--- config.mk ---
export PLATFORM = sky130hd
export DESIGN_NAME = clk_div_bank
export DESIGN_NICKNAME = d
export VERILOG_FILES = /design/src/rtl/clk_div_pkg.sv /design/src/rtl/clk_div_chan.sv /design/src/rtl/clk_div_bank.sv
export SDC_FILE = /design/constraint.sdc
export NUM_CORES = 1
export LEC_CHECK = 0
export CORE_MARGIN = 2
export CORE_UTILIZATION = 45
export DETAILED_ROUTE_END_ITERATION = 6
export GPL_TIMING_DRIVEN = 0
export PLACE_DENSITY = 0.63
export SYNTH_ARGS = -nofsm -noshare
export SYNTH_HDL_FRONTEND = slang
export SYNTH_SLANG_ARGS = --single-unit
export TNS_END_PERCENT = 10
--- constraint.sdc ---
create_clock -name clk -period 5.2 [get_ports clk]
set_clock_uncertainty 0.05 [all_clocks]
set_input_delay 1.56 -clock clk [delete_from_list [all_inputs] [get_ports clk]]
set_output_delay 1.56 -clock clk [all_outputs]
set_load 0.01 [all_outputs]
--- src/rtl/clk_div_pkg.sv ---
// Shared constants and helpers for the clock divider bank.
// Ratios below MIN_RATIO mark a channel as disabled; high_time gives the
// number of high cycles per period (the extra cycle of an odd ratio goes high).
package clk_div_pkg;

    localparam int CNT_W_DEF = 6;
    localparam int MIN_RATIO = 2;

    // Cycles per period that div_out stays high: ceil(n/2)
    function automatic int unsigned high_time(input int unsigned n);
        return (n + 1) >> 1;
    endfunction

    // A ratio is usable only when it divides by at least MIN_RATIO
    function automatic logic ratio_ok(input int unsigned n);
        return (n >= MIN_RATIO);
    endfunction

endpackage

--- src/rtl/clk_div_chan.sv ---
// One divider channel: period counter, active/shadow ratio and registered
// div_out/tc. Start, sync and enable-clear decisions are made by the bank
// and shared by all channels, so every channel moves on the same edge.
module clk_div_chan
    import clk_div_pkg::*;
#(
    parameter int CNT_W = CNT_W_DEF
) (
    input  logic             clk,
    input  logic             resetn,
    input  logic             en_clr,
    input  logic             start,
    input  logic             sync,
    input  logic             run,
    input  logic             load,
    input  logic [CNT_W-1:0] ratio_in,
    output logic             div_out,
    output logic             tc
);

    logic [CNT_W-1:0] cnt_reg,  cnt_next;
    logic [CNT_W-1:0] act_reg,  act_next;
    logic [CNT_W-1:0] shd_reg,  shd_next;
    logic             pend_reg, pend_next;
    logic             div_reg,  div_next;
    logic             tc_reg,   tc_next;

    logic [CNT_W-1:0] shd_eff;
    logic             pend_eff;
    logic             act_ok;
    logic             new_ok;
    logic             wrap;
    logic             apply;
    logic             restart;
    logic [CNT_W-1:0] ht;

    // Ratio bookkeeping and the next counter/output values for this edge
    always_comb begin
        // A load sampled on this edge already counts, so a load during the
        // last cycle of a period (or alongside sync) takes effect right away.
        shd_eff  = load ? ratio_in : shd_reg;
        pend_eff = load | pend_reg;
        act_ok   = ratio_ok(32'(act_reg));

        // The counter only ever holds values below act_reg, so equality
        // with act_reg-1 is the last cycle of the period.
        wrap = run & act_ok & ~en_clr & (cnt_reg == (act_reg - 1'b1));

        // A disabled channel takes its shadow immediately, even while the
        // bank is idle, so ratios programmed with en low are ready at Start.
        apply = pend_eff & (~act_ok | (~en_clr & (sync | wrap)));

        act_next  = apply ? shd_eff : act_reg;
        shd_next  = shd_eff;
        pend_next = pend_eff & ~apply;

        new_ok  = ratio_ok(32'(act_next));
        ht      = CNT_W'(high_time(32'(act_next)));
        // A channel waking from disabled while the bank runs starts on its
        // own; it rejoins the common phase at the next sync.
        restart = start | sync | (run & ~act_ok);

        cnt_next = '0;
        div_next = 1'b0;
        tc_next  = 1'b0;
        if (en_clr || !new_ok) begin
            cnt_next = '0;
            div_next = 1'b0;
            tc_next  = 1'b0;
        end else if (restart) begin
            cnt_next = '0;
            div_next = 1'b1;
            tc_next  = 1'b1;
        end else if (run) begin
            cnt_next = wrap ? '0 : (cnt_reg + 1'b1);
            div_next = (cnt_next < ht);
            tc_next  = (cnt_next == '0);
        end
    end

    // State registers with asynchronous clear
    always_ff @(posedge clk or negedge resetn) begin
        if (!resetn) begin
            cnt_reg  <= '0;
            act_reg  <= '0;
            shd_reg  <= '0;
            pend_reg <= 1'b0;
            div_reg  <= 1'b0;
            tc_reg   <= 1'b0;
        end else begin
            cnt_reg  <= cnt_next;
            act_reg  <= act_next;
            shd_reg  <= shd_next;
            pend_reg <= pend_next;
            div_reg  <= div_next;
            tc_reg   <= tc_next;
        end
    end

    assign div_out = div_reg;
    assign tc      = tc_reg;

endmodule

--- src/rtl/clk_div_bank.sv ---
// Bank of NUM_CH integer clock dividers sharing one reference clock.
// The bank tracks whether the dividers are running and turns en/sync into
// the common start, sync and clear controls so channels stay phase-aligned.
module clk_div_bank
    import clk_div_pkg::*;
#(
    parameter int NUM_CH = 3,
    parameter int CNT_W  = CNT_W_DEF
) (
    input  logic                    clk,
    input  logic                    resetn,
    input  logic                    en,
    input  logic [NUM_CH*CNT_W-1:0] ratio,
    input  logic [NUM_CH-1:0]       load,
    input  logic                    sync,
    output logic [NUM_CH-1:0]       div_out,
    output logic [NUM_CH-1:0]       tc
);

    logic run_reg;
    logic start;
    logic sync_go;
    logic en_clr;

    // Shared control decode: first enabled edge after idle is a Start
    always_comb begin
        en_clr  = ~en;
        start   = en & ~run_reg;
        sync_go = en & sync;
    end

    // Run flag follows en one edge later, so a rising en yields one Start
    always_ff @(posedge clk or negedge resetn) begin
        if (!resetn) begin
            run_reg <= 1'b0;
        end else begin
            run_reg <= en;
        end
    end

    generate
        for (genvar gi = 0; gi < NUM_CH; gi++) begin : g_chan
            clk_div_chan #(
                .CNT_W (CNT_W)
            ) u_chan (
                .clk      (clk),
                .resetn   (resetn),
                .en_clr   (en_clr),
                .start    (start),
                .sync     (sync_go),
                .run      (run_reg),
                .load     (load[gi]),
                .ratio_in (ratio[gi*CNT_W +: CNT_W]),
                .div_out  (div_out[gi]),
                .tc       (tc[gi])
            );
        end
    endgenerate

endmodule

**Yosys cells after proc, flatten, opt, wreduce, memory -nomap -nowiden**

Cells that the tools add are included.

- $add $sub $neg: 9
- Multiply operators: 0
- Div/mod/pow operators: 0
- $lt $le $gt $ge: 9
- Equality and inequality tests: 3
- Shift operators: 0
- Muxes and demuxes: 36
- Bitwise gates (word level): 44
- Reductions and logical operators: 9

Operators by type and width:

| kind | number |
|---|---|
| 2-to-1 mux 6 bit | 18 |
| >= comparator 6 x 2 -> 1 bit, second input constant | 6 |
| AND 1 bit | 23 |
| adder 6 x 1 -> 7 bit, second input constant | 3 |
| adder 6 x 1 -> 6 bit, second input constant | 3 |
| == test 6 bit | 3 |
| logical NOT 6 bit | 3 |
| < comparator 6 bit | 3 |
| 2-to-1 mux 1 bit | 18 |
| subtractor 6 x 1 -> 6 bit, second input constant | 3 |
| bitwise OR 1 bit | 13 |
| inverter 1 bit | 8 |
| logical NOT 1 bit | 3 |
| logical OR 1 bit | 3 |

- Flip-flop bits (word level): 64
- Latch bits: 0
- Memory bits (writable): 0
- Bits in read-only memories: 0
- Input bits: 25
- Word-level logic and storage cells: 129
- Memories kept: 0

**Depth between registers and ports, before layout**

- Depth after elaboration: 14
- Gate-level depth with buffers: 21

**Cells and area by module**

Synthesis repeated with hierarchy kept, for this count alone.

- Cells, all modules: 479
- Area total of the unflattened synthesis: 4713.3 µm²

By module, submodules not included:

| module | times used | cells each | area each (µm²) | seq. area each (µm²) |
|---|---|---|---|---|
| clk_div_chan at g_chan[0].u_chan ... | 2 | 156 | 1534.0 | 525.5 |
| clk_div_chan at g_chan[1].u_chan | 1 | 163 | 1596.5 | 525.5 |
| clk_div_bank | 1 | 4 | 48.8 | 25.0 |

**Least setup slack after synthesis**

OpenSTA, ideal clock, no wires.

- Path type: input-to-reg
- From: input en
- To: register g_chan[0].u_chan.div_reg
- Library setup time: 0.077 ns
- Arrival time: 4.345 ns
- Data required time: 5.073 ns
- Slack: 0.728 ns
- Stages: 16
- Cell sequence: nand2_1 or3_1 a211o_1 o21ai_2 o21ai_2 buf_6 a21oi_1 ha_1 o21ai_1 or3b_1 ha_1 nand4_1 o21ai_0 nor3b_1 o21ai_0 a21oi_1

- Word-level cells in the longest chain between the ends: 12

Ends and longest elaborated chain:

| item | RTL line | source |
|---|---|---|
| start: declaration | clk_div_bank.sv:12 | `input logic en,` |
| AND 1 bit (2 in a row) | clk_div_chan.sv:47 | `wrap = run & act_ok & ~en_clr & (cnt_reg == (act_reg - 1'b1));` |
| bitwise OR 1 bit | clk_div_chan.sv:51 | `apply = pend_eff & (~act_ok \| (~en_clr & (sync \| wrap)));` |
| AND 1 bit (*) | clk_div_chan.sv:51 |  |
| bitwise OR 1 bit (*) | clk_div_chan.sv:51 |  |
| AND 1 bit (*) | clk_div_chan.sv:51 |  |
| 2-to-1 mux 6 bit (*) | clk_div_chan.sv:53 | `act_next = apply ? shd_eff : act_reg;` |
| via g_chan[0].u_chan.act_next[1] | clk_div_chan.sv:22 | `logic [CNT_W-1:0] act_reg, act_next;` |
| adder 6 x 1 -> 7 bit | clk_div_pkg.sv:11 | `return (n + 1) >> 1;` |
| < comparator 6 bit | clk_div_chan.sv:76 | `div_next = (cnt_next < ht);` |
| 2-to-1 mux 1 bit | clk_div_chan.sv:74 | `end else if (run) begin` |
| 2-to-1 mux 1 bit | clk_div_chan.sv:70 | `end else if (restart) begin` |
| 2-to-1 mux 1 bit (*) | clk_div_chan.sv:66 | `if (en_clr \|\| !new_ok) begin` |
| via g_chan[0].u_chan.div_next | clk_div_chan.sv:25 | `logic div_reg, div_next;` |
| end signal: assignment | clk_div_chan.sv:95 | `div_reg <= div_next;` |
| end: declaration | clk_div_chan.sv:25 |  |

The timed path passes the listed nets; every way through them passes the cells marked *.

**Final worst setup path**

- From: input sync
- To: register g_chan[2].u_chan.div_reg

- Word-level cells in the longest chain between the ends: 11

Ends and longest elaborated chain:

| item | RTL line | source |
|---|---|---|
| start: declaration | clk_div_bank.sv:15 | `input logic sync,` |
| AND 1 bit (*) | clk_div_bank.sv:29 | `sync_go = en & sync;` |
| bitwise OR 1 bit (*) | clk_div_chan.sv:51 |  |
| AND 1 bit (*) | clk_div_chan.sv:51 |  |
| bitwise OR 1 bit (*) | clk_div_chan.sv:51 |  |
| AND 1 bit (*) | clk_div_chan.sv:51 |  |
| 2-to-1 mux 6 bit (*) | clk_div_chan.sv:53 |  |
| via g_chan[2].u_chan.act_next[1] | clk_div_chan.sv:22 |  |
| adder 6 x 1 -> 7 bit | clk_div_pkg.sv:11 |  |
| < comparator 6 bit | clk_div_chan.sv:76 |  |
| 2-to-1 mux 1 bit | clk_div_chan.sv:74 |  |
| 2-to-1 mux 1 bit | clk_div_chan.sv:70 |  |
| 2-to-1 mux 1 bit (*) | clk_div_chan.sv:66 |  |
| via g_chan[2].u_chan.div_next | clk_div_chan.sv:25 |  |
| end signal: assignment | clk_div_chan.sv:95 |  |
| end: declaration | clk_div_chan.sv:25 |  |

Marks and branches as above.

==> summary.md <==
| Metric | Value |
|---|---|
| Register area share after synthesis | `0.357` |
| Sink Count | `64` |
| Gpl congestion | `0.874` |
| Hold Crit Class | `reg -> reg` |
| Setup tns final | `0 ps` |
| Worst Path Max Fanout | `10` |
| Required @ worst endpoint | `5380 ps` |
| Synth Flop Type | `dfrtp_1` |
| Worst r2r path cells | `20` |
| Cell Pwr Density | `436 mW/mm^2` |
| N_diodes | `0` |
| Main area contributors after synthesis | `dfrtp_1, ha_1, xnor2_1, mux2_2, nor2_1` |
| CP startpoint kind | `input port` |
| Overall Global Routing Usage | `0.190` |
| Vias in the first global route | `3514` |
| Hold WS | `479 ps` |
| Critical path depth | `19` |
| Syn Area/Cell | `9.28 sq um` |
| Crit path buf inv count | `2` |
| R2R Setup Slk | `740 ps` |
| Final period util | `0.938` |
| Port bufs | `27` |
| Max stage delay on crit path | `520 ps` |
| Internal power | `1.37 mW` |
| Worst-path clk slew | `70 ps` |
| CTS Hold Bufs | `0` |
| Drt initial violations | `116` |
| Dominant cell type by area after synthesis | `dfrtp_1` |
| DP HPWL | `~7400 um` |
| Number of CTS-inserted buffers | `9` |
| Switching part of the total | `0.394` |
| CTS H-tree depth | `3` |
| Syn Inst Count | `~480` |
| Worst setup EP type | `flip-flop` |
| Core box area | `0.00973 sq mm` |
| Worst-path cell chain | `clkdlybuf4s50_1, nand2_1, o31a_1, nand2_1, o2bb2ai_1, a211oi_2, buf_6, mux2_2, ha_1, nand3_1, mux2i_1, xnor2_1, ha_1, a21o_1, nand2_1, nand4b_1, nor3_1, a21oi_1, a211oi_1` |
| Share of cells above drive strength 1 | `0.131` |
| Psw | `887 uW` |
| Crit path capture | `g_chan[2].u_chan.div_out` |
| Worst-Skew Late Latency | `350 ps` |
| # setup viols final | `0` |
| Final hold vios | `0` |
| Crit path max-delay family | `compound AO/OA/AOI/OAI gates` |
| Slowest-stage cell, CP | `clkdlybuf4s50_1` |
| Total gr overflow | `0` |
| Combinational group share of total power | `0.480` |
| Mapped cell area | `0.00449 sq mm` |
| Slew Limit Headroom | `0.463` |
| Maxcap violations | `0` |
| Clock root buffer | `clkbuf_8` |
| Largest net degree at the start of global routing | `65` |
| Post-Syn Nets | `539` |
| Avg Vias per Cell | `~5.4` |
| Slew Limit Fails | `0` |
| CTS tree | `yes` |
| First-pass GRT wire length | `16900 um` |
| Clock tree buffer depth | `2` |
| Fmax | `205 MHz` |
| Wirelength, routed | `around 9900 um` |
| Asr flop ratio synth | `1.00` |
| Synth Warn # | `0` |
| Chip height | `between 100 and 150 um` |
| DRC violation count after routing | `0` |
| R2r startpoint | `g_chan[1].u_chan.act_reg[0]` |
| Unique masters post-synth | `59` |
| Chip width | `104 um` |
| Fin nets | `around 580` |
| RSZ-0062 raised after global routing | `false` |
| Crit-path most repeated cell | `nand2_1` |
| Site row count | `36` |
| Die area | `approximately 0.011 sq mm` |
| I/O pin count | `31` |
| Avg WL per Cell | `14.9 um` |
| Initial core utilization | `0.461` |
| Layout area overhead | `15.0%` |
| Via count | `3585` |
| Worst-margin pin slew | `806 ps` |
| Sequential power share | `0.313` |
| Crit path kind | `in -> reg` |
| Number of enable flip-flop cells after synthesis | `0` |
| Most numerous cell in the Yosys netlist | `dfrtp_1` |
| Worst setup path startpoint | `sync` |
| Drt pass-1 iters | `5` |
| Critical Path AT | `5060 ps` |
| Period minus WS final | `4880 ps` |
| Clock share of power | `0.207` |
| FF+latch count, synth | `64` |
| Post-synth top area share | `0.357` |
| VDD IR-drop max | `0.000240 V` |
| Leak | `2.21 nW` |
| Status | `finished, final reports clean` |
| Antenna-violating nets left | `0` |
| Reg2reg end | `g_chan[1].u_chan.div_out` |
| Initial antenna violation count | `0` |
| Post-synth top cells | `dfrtp_1, nor2_1, xnor2_1, ha_1, nand2_1` |
-- layer usage --
metal  global-route usage  wire length [um]
met1                0.263              4850
met2                0.306              4620
met3               0.0407               306
met4               0.0473                87
met5                    0                 0
-- final cells by class --
type	instances	area (sq um)
Multi-Input combinational cell	375	2700
Timing Repair Buffer	28	270
Fill cell	931	4570
Buffer	28	145
Inverter	17	63.8
Sequential cell	64	1600
Clock buffer	14	183
Tap cell	133	166
Clock inverter	2	35.0
-- cells by family after synthesis --
| logic type | synth area share |
|---|---|
| AND/OR/NAND/NOR | 0.205 |
| AO/OA/AOI/OAI | 0.132 |
| flip-flops | 0.357 |
| XOR/XNOR | 0.0878 |
| buffers and inverters | 0.0465 |
| multiplexers | 0.0892 |
| adder cells (fa/ha/maj) | 0.0836 |
-- power groups by stage --
stage                     combinational, mW  sequential (mW)  clock, mW
final                                  1.08            0.705      0.467
after global routing                   1.21            0.725      0.504
after CTS                              1.07            0.704      0.477
after detailed placement               1.05            0.714          0
after global placement                 1.03            0.713          0
after floorplan                       0.822            0.683          0
-- stage by stage --
stage | util | cells | area [sq um] | total power [mW] | setup slack, ps
after CTS | 0.529 | 661 | 5150 | 2.25 | 133
after global routing | 0.530 | 661 | 5160 | 2.44 | 41.1
final | 0.530 | 661 | 5160 | 2.25 | 324
after global placement | 0.506 | 644 | 4930 | 1.74 | -521
after detailed placement | 0.506 | 644 | 4920 | 1.77 | -582
after floorplan | - | 484 | 4490 | 1.50 | 728
-- repair_timing --
| action | 4_1_cts | 5_1_grt |
|---|---|---|
| endpoints found under the hold margin | 0 | 0 |
| resized for setup | 1 | 5 |
| setup buffers | 1 | 0 |
| endpoints found under the setup margin | 3 | 3 |
| pin swaps | 2 | 0 |
-- worst min path at each step --
stage | startpoint | end | slack [ps] | cells after the start
CTS | g_chan[2].u_chan.shd_reg[5] | g_chan[2].u_chan.shd_reg[5] | 480 | 1
finish | g_chan[0].u_chan.shd_reg[5] | g_chan[0].u_chan.shd_reg[5] | 480 | 1
detailed placement | g_chan[0].u_chan.shd_reg[5] | g_chan[0].u_chan.shd_reg[5] | 460 | 1
global placement | g_chan[2].u_chan.shd_reg[5] | g_chan[2].u_chan.shd_reg[5] | 460 | 1
global route | g_chan[0].u_chan.shd_reg[5] | g_chan[0].u_chan.shd_reg[5] | 500 | 1
floorplan | g_chan[2].u_chan.shd_reg[5] | g_chan[2].u_chan.shd_reg[5] | 430 | 1
-- layout by cell type, fill, tap and decap left out, types with 21 or more instances in the layout --
| cell | instances |
|---|---|
| nand2_1 | 29 |
| o21ai_0 | 28 |
| ha_1 | 29 |
| nor2_1 | 44 |
| xnor2_1 | 33 |
| clkdlybuf4s50_1 | 25 |
| nor3_1 | 21 |
| dfrtp_1 | 64 |
| nand3_1 | 23 |
| mux2_2 | 24 |
Power figures use the tool's default switching activity.
